==> src/rtl/sub_bus_master_pkg.sv <==
// Shared definitions for the FM-7 sub-system bus master and address decoder.
package sub_bus_master_pkg;

    localparam int unsigned ADDR_W = 16;
    localparam int unsigned DATA_W = 8;
    localparam int unsigned CNT_W  = 4;
    localparam int unsigned CS_W   = 4;

    localparam logic [ADDR_W-1:0] RAM1_BASE    = 16'hC000;
    localparam logic [ADDR_W-1:0] RAM1_LIMIT   = 16'hC7FF;
    localparam logic [ADDR_W-1:0] RAM2_BASE    = 16'hC800;
    localparam logic [ADDR_W-1:0] RAM2_LIMIT   = 16'hCFFF;
    localparam logic [ADDR_W-1:0] CHROM_BASE   = 16'hD800;
    localparam logic [ADDR_W-1:0] CHROM_LIMIT  = 16'hDFFF;
    localparam logic [ADDR_W-1:0] MONROM_BASE  = 16'hE000;
    localparam logic [ADDR_W-1:0] MONROM_LIMIT = 16'hFFFF;

    typedef enum logic [2:0] {
        REGION_RAM1,
        REGION_RAM2,
        REGION_CHROM,
        REGION_MONROM,
        REGION_NONE
    } region_e;

    typedef enum logic [2:0] {
        ST_IDLE,
        ST_SETUP,
        ST_STROBE,
        ST_HOLD,
        ST_DONE
    } state_e;

    // Address falls inside [base, limit]
    function automatic logic in_window(input logic [ADDR_W-1:0] addr,
                                       input logic [ADDR_W-1:0] base,
                                       input logic [ADDR_W-1:0] limit);
        return (addr >= base) && (addr <= limit);
    endfunction

    // Active-low chip-select vector {MONROM, CHROM, RAM2, RAM1} for a region
    function automatic logic [CS_W-1:0] region_cs_n(input region_e region);
        case (region)
            REGION_RAM1:   return 4'b1110;
            REGION_RAM2:   return 4'b1101;
            REGION_CHROM:  return 4'b1011;
            REGION_MONROM: return 4'b0111;
            default:       return 4'b1111;
        endcase
    endfunction

endpackage

==> src/rtl/sub_addr_decode.sv <==
// Combinational sub-system address decoder: address -> region and ROM flag.
module sub_addr_decode
    import sub_bus_master_pkg::*;
(
    input  logic [ADDR_W-1:0] addr_i,
    output region_e           region_c,
    output logic              is_rom_c
);

    // Map address onto one of the fixed memory windows
    always_comb begin
        region_c = REGION_NONE;
        if (in_window(addr_i, RAM1_BASE, RAM1_LIMIT)) begin
            region_c = REGION_RAM1;
        end else if (in_window(addr_i, RAM2_BASE, RAM2_LIMIT)) begin
            region_c = REGION_RAM2;
        end else if (in_window(addr_i, CHROM_BASE, CHROM_LIMIT)) begin
            region_c = REGION_CHROM;
        end else if (in_window(addr_i, MONROM_BASE, MONROM_LIMIT)) begin
            region_c = REGION_MONROM;
        end
        is_rom_c = (region_c == REGION_CHROM) || (region_c == REGION_MONROM);
    end

endmodule

==> src/rtl/sub_bus_master.sv <==
// Single-beat bus initiator sequencing SETUP/STROBE/HOLD/DONE on the sub-system memory bus.
module sub_bus_master
    import sub_bus_master_pkg::*;
#(
    parameter int unsigned STROBE_CYCLES = 1
) (
    input  logic              CLKSYS,
    input  logic              RST,
    input  logic              REQ,
    input  logic              WE,
    input  logic [ADDR_W-1:0] ADDR,
    input  logic [DATA_W-1:0] WDATA,
    output logic              BUSY,
    output logic              ACK,
    output logic [DATA_W-1:0] RDATA,
    output logic              ERR,
    output logic [ADDR_W-1:0] SADDRBUS,
    output logic [DATA_W-1:0] SDATABUS_out,
    input  logic [DATA_W-1:0] SDATABUS_in,
    output logic              SRAM1CSn,
    output logic              SRAM2CSn,
    output logic              SROMDn,
    output logic              SROMSELn,
    output logic              SWTQEn,
    output logic              SRDQEn
);

    state_e            state_q, state_d;
    logic [CNT_W-1:0]  cnt_q, cnt_d;
    logic              we_q, we_d;
    region_e           region_q, region_d;
    logic              rom_q, rom_d;
    logic [ADDR_W-1:0] saddr_q, saddr_d;
    logic [DATA_W-1:0] sdout_q, sdout_d;
    logic [DATA_W-1:0] rdata_q, rdata_d;
    logic              err_q, err_d;
    logic              busy_q, busy_d;
    logic              ack_q, ack_d;
    logic [CS_W-1:0]   cs_n_q, cs_n_d;
    logic              wt_n_q, wt_n_d;
    logic              rd_n_q, rd_n_d;

    region_e           dec_region;
    logic              dec_rom;

    sub_addr_decode u_decode (
        .addr_i   (ADDR),
        .region_c (dec_region),
        .is_rom_c (dec_rom)
    );

    // State and registered bus outputs
    always_ff @(posedge CLKSYS) begin
        if (RST) begin
            state_q  <= ST_IDLE;
            cnt_q    <= '0;
            we_q     <= 1'b0;
            region_q <= REGION_NONE;
            rom_q    <= 1'b0;
            saddr_q  <= '0;
            sdout_q  <= '0;
            rdata_q  <= '0;
            err_q    <= 1'b0;
            busy_q   <= 1'b0;
            ack_q    <= 1'b0;
            cs_n_q   <= '1;
            wt_n_q   <= 1'b1;
            rd_n_q   <= 1'b1;
        end else begin
            state_q  <= state_d;
            cnt_q    <= cnt_d;
            we_q     <= we_d;
            region_q <= region_d;
            rom_q    <= rom_d;
            saddr_q  <= saddr_d;
            sdout_q  <= sdout_d;
            rdata_q  <= rdata_d;
            err_q    <= err_d;
            busy_q   <= busy_d;
            ack_q    <= ack_d;
            cs_n_q   <= cs_n_d;
            wt_n_q   <= wt_n_d;
            rd_n_q   <= rd_n_d;
        end
    end

    // Next state; bus outputs are derived from the upcoming state so they register in step with it
    always_comb begin
        state_d  = state_q;
        cnt_d    = cnt_q;
        we_d     = we_q;
        region_d = region_q;
        rom_d    = rom_q;
        saddr_d  = saddr_q;
        sdout_d  = sdout_q;
        rdata_d  = rdata_q;
        err_d    = err_q;

        case (state_q)
            ST_IDLE: begin
                if (REQ) begin
                    state_d  = ST_SETUP;
                    we_d     = WE;
                    region_d = dec_region;
                    rom_d    = dec_rom;
                    saddr_d  = ADDR;
                    if (WE) begin
                        sdout_d = WDATA;
                    end
                end
            end
            ST_SETUP: begin
                state_d = ST_STROBE;
                cnt_d   = CNT_W'(STROBE_CYCLES - 1);
            end
            ST_STROBE: begin
                if (cnt_q == '0) begin
                    state_d = ST_HOLD;
                end else begin
                    cnt_d = cnt_q - CNT_W'(1);
                end
            end
            ST_HOLD: begin
                state_d = ST_DONE;
                err_d   = (region_q == REGION_NONE) || (we_q && rom_q);
                if (!we_q) begin
                    rdata_d = (region_q == REGION_NONE) ? 8'hFF : SDATABUS_in;
                end
            end
            ST_DONE: begin
                state_d = ST_IDLE;
            end
            default: begin
                state_d = ST_IDLE;
            end
        endcase

        busy_d = (state_d != ST_IDLE);
        ack_d  = (state_d == ST_DONE);
        cs_n_d = '1;
        if (state_d inside {ST_SETUP, ST_STROBE, ST_HOLD}) begin
            cs_n_d = region_cs_n(region_d);
        end
        wt_n_d = !((state_d == ST_STROBE) && we_d && !rom_d && (region_d != REGION_NONE));
        rd_n_d = !((state_d == ST_STROBE) && !we_d && (region_d != REGION_NONE));
    end

    assign BUSY         = busy_q;
    assign ACK          = ack_q;
    assign RDATA        = rdata_q;
    assign ERR          = err_q;
    assign SADDRBUS     = saddr_q;
    assign SDATABUS_out = sdout_q;
    assign SRAM1CSn     = cs_n_q[0];
    assign SRAM2CSn     = cs_n_q[1];
    assign SROMDn       = cs_n_q[2];
    assign SROMSELn     = cs_n_q[3];
    assign SWTQEn       = wt_n_q;
    assign SRDQEn       = rd_n_q;

endmodule

==> config.mk <==
export PLATFORM = sky130hd
export DESIGN_NAME = sub_bus_master
export DESIGN_NICKNAME = d
export VERILOG_FILES = /design/src/rtl/sub_bus_master_pkg.sv /design/src/rtl/sub_addr_decode.sv /design/src/rtl/sub_bus_master.sv
export SDC_FILE = /design/constraint.sdc
export NUM_CORES = 1
export LEC_CHECK = 0
export ABC_AREA = 0
export ABC_CLOCK_PERIOD_IN_PS = 2050
export CORE_MARGIN = 10
export CORE_UTILIZATION = 31
export DETAILED_ROUTE_END_ITERATION = 8
export PLACE_DENSITY = 0.61
export SYNTH_ARGS = -nofsm -noshare
export SYNTH_HDL_FRONTEND = slang
export SYNTH_SLANG_ARGS = --single-unit
==> constraint.sdc <==
create_clock -name CLKSYS -period 2.05 [get_ports CLKSYS]
set_input_delay 0.5125 -clock CLKSYS [delete_from_list [all_inputs] [get_ports CLKSYS]]
set_output_delay 0.5125 -clock CLKSYS [all_outputs]
set_load 0.05 [all_outputs]
# Yosys cells after proc, flatten, opt, wreduce, memory -nomap -nowiden
# Cells that the tools add are included.
[op_classes]
add_sub_neg = 1
n_lt_le_gt_ge = 8
n_eq_ne = 15
mux = 17
n_bitwise = 2
n_reduce_logical = 27
[ops]
columns = ["cell", "n"]
rows = [
  ["$ge A16 B16 Y1 const B", 4],
  ["$le A16 B16 Y1 const B", 4],
  ["$eq A3 B2 Y1 const B", 8],
  ["$mux W3", 8],
  ["$pmux W4 S4", 1],
  ["$pmux W3 S4", 1],
  ["$logic_and A1 B1 Y1", 10],
  ["$eq A3 B1 Y1 const B", 3],
  ["$mux W8", 1],
  ["$pmux W4 S2", 1],
  ["$eq A3 B3 Y1 const B", 2],
  ["$logic_not A3 Y1", 2],
  ["$reduce_and A2 Y1", 3],
  ["$reduce_bool A3 Y1", 2],
  ["$logic_not A1 Y1", 4],
  ["$logic_not A4 Y1", 1],
  ["$mux W1", 4],
  ["$mux W4", 1],
  ["$sub A4 B1 Y4 const B", 1],
  ["$ne A3 B3 Y1 const B", 1],
  ["$reduce_and A3 Y1", 1],
  ["$logic_or A1 B1 Y1", 2],
  ["$ne A2 B2 Y1 const B", 1],
  ["$not A1 Y1", 2],
  ["other kinds (2)", 2],
]
[totals]
register_bits = 53
inputBits = 36
elab_cells = 84

# Logic depth before layout (Yosys ltp)
[depth]
depth_word = 14
mapped_depth = 7
depth_no_buf = 6

# Modules after synthesis
# Synthesis repeated with hierarchy kept, for this count alone.
[hier_totals]
hier_cells = 248
hier_area_um2 = 2122.0
[modules_own_cells]
columns = ["mod", "instances", "cells_each", "area_per_inst_um2", "seq_area_each_um2"]
rows = [
  ["sub_bus_master", 1, 239, 2074.5, 1061.0],
  ["sub_addr_decode", 1, 9, 47.5, 0.0],
]

# Worst setup path after synthesis
# OpenSTA, ideal clock, no wires.
[synth_path]
path_kind = "input -> register"
startpoint = "in REQ"
endpoint = "reg cs_n_q[3]"
setup_time_ns = 0.127
arrival_time_ns = 1.712
required_time_ns = 1.923
path_slack_ns = 0.210
stages = 4
path_cell_list = "or4b_4 -> buf_6 -> o32ai_4 -> or3b_1"
[synth_between]
elab_chain_len = 6
elab_cells_between_ends = 15
cone_classes = "eq/ne: 6; mux: 5; bitwise: 1; reduce/logical: 3"
[synth_rtl]
columns = ["item", "line", "text"]
rows = [
  ["from (decl)", "sub_bus_master.sv:9", "input logic REQ,"],
  ["$mux W3", "sub_bus_master.sv:101", "if (REQ) begin"],
  ["$pmux W3 S4", "sub_bus_master.sv:99", "case (state_q)"],
  ["$eq A3 B1 Y1 or $eq A3 B2 Y1 (tied branches)", "sub_bus_master.sv:141", "if (state_d inside {ST_SETUP, ST_STROBE, ST_HOLD}) begin"],
  ["$reduce_bool A3 Y1", "sub_bus_master.sv:141", ""],
  ["$not A1 Y1 (no source line)", "-", ""],
  ["$reduce_or A2 Y1 (no source line)", "-", ""],
  ["to (signal assigned)", "sub_bus_master.sv:81", "cs_n_q <= cs_n_d;"],
  ["to (decl)", "sub_bus_master.sv:39", "logic [CS_W-1:0] cs_n_q, cs_n_d;"],
]
# Several ways; a longest one is shown, not always the timed one.
# A chain may end at the register's enable or synchronous reset.

# Final worst setup path
[layout_path]
startpoint = "reg saddr_q[2], in the netlist SADDRBUS[2]"
endpoint = "out SADDRBUS[2]"
[layout_rtl]
columns = ["item", "line", "text"]
rows = [
  ["from (decl)", "sub_bus_master.sv:33", "logic [ADDR_W-1:0] saddr_q, saddr_d;"],
  ["from (signal assigned)", "sub_bus_master.sv:75", "saddr_q <= saddr_d;"],
  ["to (decl)", "sub_bus_master.sv:17", "output logic [ADDR_W-1:0] SADDRBUS,"],
]
# No word-level cell between the ends.

==> impl_metrics.ini <==
[worst_setup_path]
worst_path_max_delay_cell = clkdlybuf4s50_1
crit_arrival_ns = 1.47
cp.required_ns = 1.54
setup.worst_path.end_class = output port
cp_cell_sequence = clkdlybuf4s50_1
critPathBufInv = 1
cp_max_fo = 2
slowest_delay_ns = 0.81
critPathKind = reg -> out
ff2ff_setup_slack_ns = 0.21
cp-start-kind = flop
crit_family = buffers and inverters

[place]
dp_hpwl_microns = 4323
place.gp.congestion = 0.8552
dpl.cell_count = 394
place_area_sq_um = 2948
dp_slack_ns = -0.2660
port-buffer-count = 76

[routing]
vias = 1935
route.met2.wl_microns = 2589
wl_met3_microns = 435
post_drt_wl_per_cell_microns = 14.28
viasPerCell = 4.825
ant_nets = 0
met1Wirelength_microns = 2625
drc = 0
drt_iter0_markers = 46
drt-total-wl_microns = 5727
dr.pass1.iters = 4
top_layer = met4

[clock_tree]
post-cts-setup-buffers = 0
clk_pin_slew_ns = 0.09
clk_latency_ns = 0.30
numCtsBuffers = 5
clock_sinks = 53
cts_tree = yes
clockRootBuffer = clkbuf_8
h-tree-depth = 2
cts_buffer_depth = 2
cts_hold_buf = 0

[global_routing]
grt_use_total_pct = 11.20
grt_pass1_vias = 1938
grt_max_degree = 30
grt_overflow = 0
grt_pass1_wl_microns = 9404
antenna_found_initial = 0

[sta]
layout_min_cycle_time_ns = 1.979
finalCritPeriodShare_pct = 96.55
slew_headroom_pct = 65.25
max_freq_ghz = 0.5052
tightest_slew_ns = 0.5197
setup_slack_ns = 0.07064
whs_ns = 0.4585
finClkSkew_ns = 0.01133
rsz0062_at_grt = false
finalSetupTns_ns = 0
setup_violations = 0
drv_slew = 0
hold_viol = 0

[power]
switchingPower_w = 0.0009634
netSwitchingFraction_pct = 34.32
comb_power_share_pct = 32.4
ir_drop_uv = 329.8
p_leak_nw = 1.139
power.share.clock_pct = 24.5
intPower_w = 0.001844
pwr-share-seq_pct = 43.1
powerDensity_nw_per_um2 = 915.3

[layout]
register_area_sq_um = 1061
final_nets = 362
syn2layout_area_growth_pct = 48.37
postLayoutCellArea_sq_um = 3067
drive_gt1_share_pct = 10.80
diodes = 0
multi_input_area_sq_um = 938.4
fill_cells = 674
final_cell_count_no_fill = 401

[run_status]
status = completed

[logic_synthesis]
syn_nets = 280
synth-seq-area-share_pct = 51.33
synth.distinct_cells = 39
synth_top_area_share_pct = 51.33
syn_area_sq_um = 2067
synth_seq_cells = 53
synthFlopType = dfxtp_1
avgSynthCellArea_sq_um = 8.541
synth-edff-count = 0
synthArstFlopShare_pct = 0
synth_cells = 242
ys_warn_count = 0
synth_top_cell_by_area = dfxtp_1
synthTopCellsByArea = dfxtp_1 51%, a21oi_1 9.7%, nand2_1 9.6%

[die]
die_h_microns = 101.7
initial_core_util_pct = 32.18
row_count = 29
coreArea_sq_um = 6422
dieArea_sq_um = 10330
ios = 77
die_w_microns = 101.7

[worst_hold_path]
hold_class = reg -> reg

[run]
maxCapViolCount = 0
==> cell usage in the layout, fill, tap and decap left out, drive strengths merged, types with 3 or more instances in the layout <==
cell,count
nor2,12
nand3b,3
a31oi,3
nor3b,4
dfxtp,53
nand2,53
a21oi,40
or3,3
clkbuf,5
clkdlybuf4s50,68
o21ai,21
inv,3
buf,22
and2,3
nand2b,3
==> layer usage <==
metal / up-vias / global-route usage [%]
met2: 60 / 17.50
met5: - / 0
met3: 6 / 4.357
li1: 991 / -
met4: 0 / 4.180
met1: 878 / 13.64
==> flip-flops by register name, indices dropped and copies added, names as in the netlist <==
name and count:
SADDRBUS 16, ERR 1, rom_q 1, state_q 3, SRDQEn 1, we_q 1, BUSY 1, SWTQEn 1
cnt_q 4, cs_n_q 4, region_q 3, RDATA 8, ACK 1, SDATABUS_out 8
==> metrics by stage <==
stage          power [W]  utilization, %
2_1_floorplan   0.001821               -
5_1_grt         0.002967           47.75
4_1_cts         0.002831           47.52
6_report        0.002807           47.75
3_3_place_gp    0.002139           45.90
3_5_place_dp    0.002147           45.90
==> repair_timing <==
| item | 4_1_cts | 5_1_grt |
|---|---|---|
| hold endpoints to repair | 0 | 0 |
| gates resized for setup | 0 | 2 |
| setup endpoints to repair | 0 | 3 |
==> area by class of cell <==
cell class / count / area share (%)
clock inverters: 2 / 1.142
clock buffers: 5 / 2.244
multi-input cells: 170 / 30.60
inverters: 3 / 0.3672
well taps: 77 / 3.142
repair buffers: 91 / 27.91
flip-flops and latches: 53 / 34.60
==> power groups by stage <==
stage / Sequential (W) / Clock [W] / Combinational (W)
global route: 0.00123 / 0.000745 / 0.000995
floorplan: 0.00144 / 0 / 0.000382
global placement: 0.00123 / 0 / 0.000906
detailed placement: 0.00123 / 0 / 0.000913
CTS: 0.00121 / 0.000705 / 0.000914
finish: 0.00121 / 0.000688 / 0.000908
==> path summary, 6_finish.rpt <==
check / startpoint / to / cells past startpoint
max: SADDRBUS[2] / SADDRBUS[2] / 1
min: SADDRBUS[15] / SADDRBUS[15] / 2
max reg2reg: cnt_q[0] / cnt_q[3] / 6
min reg2reg: SADDRBUS[15] / SADDRBUS[15] / 2
==> worst reg2reg max path, stage by stage (launching register included) <==
cell	delay (ns)
dfxtp_1	0.35
inv_1	0.09
ha_1	0.15
or3b_2	0.45
a21oi_1	0.36
or4_1	0.19
mux2i_1	0.17
==> synth_stat cells (2+ instances only) <==
library cell   n
o21ai_0       21
nor4_1         2
nand2_1       53
clkbuf_1       9
buf_1          3
a21oi_1       40
nor3b_1        4
inv_1          3
nand3b_1       3
a31oi_1        3
nor2b_1        2
and2_1         2
or3_1          3
nor2_1        12
buf_2          2
dfxtp_1       53
ha_1           2
nand2b_1       3
buf_6          2
==> kinds of logic (layout without fill, tap and decap cells) <==
logic type	Yosys count	after routing	share of synthesized area, %
adders and majority gates	2	2	1.210
AOI/OAI and AO/OA	73	73	20.40
and+or+nand+nor	93	93	21.85
muxes	1	1	0.4843
DFF	53	53	51.33
buffers and inverters	19	101	4.298
xor gates and xnor gates	1	1	0.4238
Note: power is estimated with default switching activity, not from simulation.
